==> src/rtl/address_decoder.sv <==
// CPU address decoder: combinational region selects plus one-clk, active-low registered
// write strobes. Define ADDRDEC_UART_EN to build the UARTn strobe, otherwise UARTn is tied high.
module address_decoder (
    input  logic        clk,
    input  logic        reset_n,
    input  logic        ce2H,
    input  logic        ce2Hd,
    input  logic [15:0] BA,
    input  logic        BRWn,
    output logic        NRn,
    output logic        ROM0n,
    output logic        ROM1n,
    output logic        ROM2n,
    output logic        SBUSn,
    output logic        SRAMn,
    output logic        NVRAMn,
    output logic        IN0n,
    output logic        CIOn,
    output logic        BITMDn,
    output logic        WDOGn,
    output logic        INTACKn,
    output logic        VSLDn,
    output logic        HSLDn,
    output logic        OUT0n,
    output logic        OUT1n,
    output logic        CRAMn,
    output logic        XCOORDn,
    output logic        YCOORDn,
    output logic        UARTn
);

    logic       unused_ce2h;
    logic       io_page;
    logic       wr_qual;
    logic [8:0] strb_hit;
    logic [8:0] strb_d;
    logic [8:0] strb_q;

    // ce2H is kept only for interface compatibility.
    assign unused_ce2h = ce2H;

    assign NRn    = BA[15] & (BA[14] | BA[13]);
    assign ROM0n  = ~(BA[15:13] == 3'b101);
    assign ROM1n  = ~(BA[15:13] == 3'b110);
    assign ROM2n  = ~(BA[15:13] == 3'b111);
    assign SBUSn  = ~(BA[15:13] == 3'b100);
    assign SRAMn  = ~(BA[15:12] == 4'h8);
    assign NVRAMn = ~(BA[15:10] == 6'b100100);
    assign IN0n   = ~(BA[15:10] == 6'b100101);
    assign CIOn   = ~(BA[15:10] == 6'b100110);
    assign BITMDn = ~(BA == 16'h0002);

    // 9C00-9FFF is split into eight 128-byte strobe windows by BA[9:7].
    assign io_page = (BA[15:10] == 6'b100111);
    assign wr_qual = ce2Hd & ~BRWn;

    always_comb begin
        strb_hit    = '0;
        strb_hit[8] = io_page && (BA[9:7] == 3'b100);
        strb_hit[7] = io_page && (BA[9:7] == 3'b011);
        strb_hit[6] = io_page && (BA[9:7] == 3'b010);
        strb_hit[5] = io_page && (BA[9:7] == 3'b001);
        strb_hit[4] = io_page && (BA[9:7] == 3'b101);
        strb_hit[3] = io_page && (BA[9:7] == 3'b110);
        strb_hit[2] = io_page && (BA[9:7] == 3'b111);
        strb_hit[1] = (BA == 16'h0000);
        strb_hit[0] = (BA == 16'h0001);
        strb_d      = ~(strb_hit & {9{wr_qual}});
    end

    always_ff @(posedge clk or negedge reset_n) begin
        if (!reset_n) begin
            strb_q <= '1;
        end else begin
            strb_q <= strb_d;
        end
    end

    assign WDOGn   = strb_q[8];
    assign INTACKn = strb_q[7];
    assign VSLDn   = strb_q[6];
    assign HSLDn   = strb_q[5];
    assign OUT0n   = strb_q[4];
    assign OUT1n   = strb_q[3];
    assign CRAMn   = strb_q[2];
    assign XCOORDn = strb_q[1];
    assign YCOORDn = strb_q[0];

`ifdef ADDRDEC_UART_EN
    logic uart_q;

    always_ff @(posedge clk or negedge reset_n) begin
        if (!reset_n) begin
            uart_q <= 1'b1;
        end else begin
            uart_q <= ~(io_page && (BA[9:7] == 3'b000) && wr_qual);
        end
    end

    assign UARTn = uart_q;
`else
    assign UARTn = 1'b1;
`endif

endmodule

==> config.mk <==
export PLATFORM = sky130hd
export DESIGN_NAME = address_decoder
export DESIGN_NICKNAME = d
export VERILOG_FILES = /design/src/rtl/address_decoder.sv
export SDC_FILE = /design/constraint.sdc
export NUM_CORES = 1
export LEC_CHECK = 0
export CAP_MARGIN = 25
export CORE_UTILIZATION = 28
export CTS_CLUSTER_DIAMETER = 200
export DETAILED_ROUTE_END_ITERATION = 10
export GPL_ROUTABILITY_DRIVEN = 0
export PLACE_DENSITY_LB_ADDON = 0.2
export SYNTH_ARGS = -nofsm -noshare
export SYNTH_HDL_FRONTEND = slang
export SYNTH_SLANG_ARGS = --single-unit
==> constraint.sdc <==
create_clock -name clk -period 1.4 [get_ports clk]
set_input_delay 0.28 -clock clk [delete_from_list [all_inputs] [get_ports clk]]
set_output_delay 0.28 -clock clk [all_outputs]
set_load 0.01 [all_outputs]
# [Word-level counts from Yosys, hierarchy flattened]
# Cells that the tools add are included.
[totals] regBits=9 out_inout_bits=20 word_cells=42
[classes] n_eq_ne=18 bitwise=15 n_reduce_logical=8
[op_table] op="3-bit == test, second input constant" count=8
[op_table] op="6-bit == test, second input constant" count=4
[op_table] op="16-bit by 1-bit == test with 1-bit output, second input constant" count=1
[op_table] op="16-bit by 2-bit == test with 1-bit output, second input constant" count=1
[op_table] op="16-bit zero test" count=1
[op_table] op="1-bit NOT" count=10
[op_table] op="9-bit AND" count=1
[op_table] op="9-bit NOT" count=1
[op_table] op="1-bit logical AND" count=7
[op_table] op="3-bit by 2-bit == test with 1-bit output, second input constant" count=2
[op_table] op="4-bit == test, second input constant" count=1
[op_table] op="3-bit by 1-bit == test with 1-bit output, second input constant" count=1
[op_table] op="1-bit AND" count=2
[op_table] op="1-bit OR" count=1

# [Longest topological paths before layout]
[logic_depth] ltp_word=4 mapped_depth=4 ltp_nobuf=3

# [Worst setup path before layout]
# Ideal clock, no wire load.
[synth_path] path_kind="input -> output" startpoint="in BA[5]" endpoint="out BITMDn" arrival_ns=1.264 setup_slack_ns=-0.144 stages=3 n_path_buf=0 path_cell_list="or4_1 -> nor4_2 -> nand2_1"
[synth_via] elab_chain_len=2
[synth_lines] element="start, declared" line="8" rtl="input logic [15:0] BA,"
[synth_lines] element="16-bit by 2-bit == test with 1-bit output" line="51" rtl="assign BITMDn = ~(BA == 16'h0002);"
[synth_lines] element="1-bit NOT" line="51"
[synth_lines] element="end, declared" line="19" rtl="output logic BITMDn,"
# No other way between the ends.

# [Worst setup path after layout]
[layout_path] startpoint="in BA[6]" endpoint="out BITMDn"
# The elaborated chain is that of the path after synthesis.

==> summary.md <==
| Metric | Value |
|---|---|
| Status | finished, violations left |
| Failing checks | design-rule violations, negative setup slack |
| Area Overhead vs Synth | 126.4% |
| CP peak stage delay | 0.54 ns |
| Unrepaired setup endpoints after global routing | yes |
| Final cycle utilization of the critical path | 121.9% |
| HP Start | BA[9] |
| CP cell instances | clkbuf_2, or4_4, nor4_4, nand2_1, buf_2 |
| Hold Vio Cnt, Final | 0 |
| Maximum clock rate | 585.8 MHz |
| Placed Area | 1031 sq um |
| Vias per inst | 4.718 |
| Post-Route WL | 1647 um |
| Power consumption | 0.6236 mW |
| Site row count | 14 |
| Post-Layout Cell Count | 131 |
| Area of the core | 1577 sq um |
| Minimum clock period | 1.707 ns |
| Largest net degree at the start of global routing | 10 |
| Layout cells sized above 1 | 57.39% |
| Setup CP Type | in -> out |
| Clock buffer depth | 2 |
| Placed Cells | 120 |
| Final HPWL DP | 1209 um |
| Total GRT Usage | 18.35% |
| Worst Setup Start Kind | input port |
| Pre-CTS setup slack | -1.058 ns |
| Die height | 44.17 um |
| Crit path max-delay family | simple AND/OR/NAND/NOR gates |
| Hold-critical path depth | 3 |
| Synth Warn # | 0 |
| Finished Core Util | 71.51% |
| Worst EP required | 1.12 ns |
| Max reg flops | 9 |
| DRC Markers | 2 |
| Worst EP arrival | 1.43 ns |
| Num CTS Buffers | 3 |
| Vias | 618 |
| Synth Cell Area | 498.0 sq um |
| Number of global-route vias before repair | 612 |
| WHS | 0.3282 ns |
| Synth unique cells | 21 |
| Synth Net Count | 72 |
| Endpoints failing setup | 7 |
| Pins over their slew limit | 0 |
| CP Capture Type | output port |
| Setup TNS | -0.5579 ns |
| Root Driver | clkbuf_4 |
| Antenna violations before repair | 0 |
| Antenna-violating nets left | 0 |
| Global-route wire length before repair | 2608 um |
| Full die area | 1951 sq um |
| Port Buf Inserts | 38 |
| CP Buf/Inv Count | 2 |
| Initial Util | 31.59% |
| Final instance area | 1127 sq um |
| Sequential share of the synthesized area | 47.49% |
| Biggest register | strb_q |
| I/O pin total | 41 |
| Max cap viols | 0 |
| Worst Hold Class | in -> reg |
| Nets | 137 |
| Pre-antenna DRT Iters | 7 |
| Hold Crit Endpoint | strb_q[2]$_DFF_PN1_ |
| Leak Pwr | 0.4772 nW |
| Mapped Avg Cell Area | 9.764 sq um |
| Die Wd | 44.17 um |
| PD cells | 553.1 nW/um^2 |
| Critical-path maximum fanout | 2 |
| Registers with the most flip-flops | strb_q (9) |
| H-Tree Depth | 1 |
| Flops & latches, synth | 9 |
| Gate Count Post-Synth | 51 |
| CP max-delay cell | or4_4 |
| Total grt overflow | 0 |
| IR drop worst, VDD | 0.0002879 V |
| CTS tree | built |
| Reg clk slew, reported paths | 0.06 ns |
| Iter 0 DRT Violations | 10 |
| Avg WL per Cell | 12.57 um |
| # clock sinks | 9 |
| N_diodes | 0 |
| PnR worst setup slack | -0.3070 ns |
cell type report:
cell class	count	area (sq um)
flip-flops and latches	9	236.5
multi-input cells	37	295.3
clock buffers	4	26.28
well taps	16	20.02
inverters	3	11.26
fillers	140	449.2
repair buffers	62	538.0
layout by cell type, fill, tap and decap left out, types with 2 or more instances in the layout:
cell type and instances:
nand2_1 5, nand3b_1 2, buf_8 3, or3_1 4
nand4_1 3, clkbuf_2 3, dlygate4sd2_1 15, clkbuf_4 3
buf_6 10, buf_2 7, nor2_1 4, dfstp_2 9
clkdlybuf4s50_1 2, inv_1 3, or3_4 2, or4_4 4
clkdlybuf4s15_1 4, buf_4 17
worst min-delay path: stages:
cell and delay, ns:
buf_2 0.09, buf_4 0.11, nand4_1 0.08
synthesized netlist by cell type:
| library cell | count | area, sq um |
|---|---|---|
| nor2_1 | 5 | 18.77 |
| nand4_1 | 3 | 18.77 |
| nand3b_1 | 2 | 15.01 |
| dfstp_2 | 9 | 236.5 |
| nor3_1 | 1 | 5.000 |
| nand4bb_4 | 1 | 27.53 |
| conb_1 | 1 | 3.750 |
| clkbuf_1 | 1 | 3.750 |
| or3b_2 | 1 | 8.760 |
| or3_1 | 6 | 37.54 |
| or2_2 | 1 | 6.260 |
| buf_4 | 1 | 7.510 |
| nand3_1 | 1 | 5.000 |
| nand2b_1 | 1 | 6.260 |
| nor2b_1 | 1 | 6.260 |
| nor4_1 | 1 | 6.260 |
| inv_1 | 3 | 11.26 |
| nor4_2 | 1 | 12.51 |
| or4_1 | 4 | 30.03 |
| nand4b_1 | 1 | 8.760 |
| nand2_1 | 6 | 22.52 |
report_power, final:
| group | switching, mW | internal (mW) |
|---|---|---|
| registers | 0.0000241 | 0.262 |
| logic | 0.0657 | 0.106 |
| clock network | 0.0808 | 0.109 |
| total | 0.146 | 0.477 |
layer usage:
metal / routed length [um] / global-route usage, % / vias up
met2: 955 / 35.88 / 25
met4: 16 / 9.091 / 0
met3: 104 / 4.082 / 2
met1: 571 / 17.60 / 284
met5: 0 / 0 / -
li1: - / - / 307
repair_timing:
item | 4_1_cts | 5_1_grt
setup endpoints to repair | 28 | 9
resized for setup | 102 | 13
endpoints found under the hold margin | 0 | 0
hold buffers | 0 | 0
pin swaps | 9 | 7
gates cloned | 0 | 0
buffers inserted | 8 | 3
cells by family (layout without fill, tap and decap cells):
kind of cell           count (synthesis)  after routing  share of synthesized area (%)
and+or+nand+nor                       36             36                          47.24
DFF                                    9              9                          47.49
buffers and inverters                  5             69                          4.522
other                                  1              1                         0.7530
how the worst max path moves through the flow:
| stage | startpoint | endpoint | slack (ns) | cells past startpoint |
|---|---|---|---|---|
| after floorplan | BA[8] | BITMDn | -0.09 | 3 |
| after global placement | BA[15] | BITMDn | -1.01 | 5 |
| after detailed placement | BA[15] | BITMDn | -1.06 | 5 |
| after CTS | BA[15] | BITMDn | -0.30 | 5 |
| after global routing | BA[6] | BITMDn | -0.32 | 5 |
| final | BA[6] | BITMDn | -0.31 | 5 |
No activity file was read; power rests on OpenSTA's default activity.
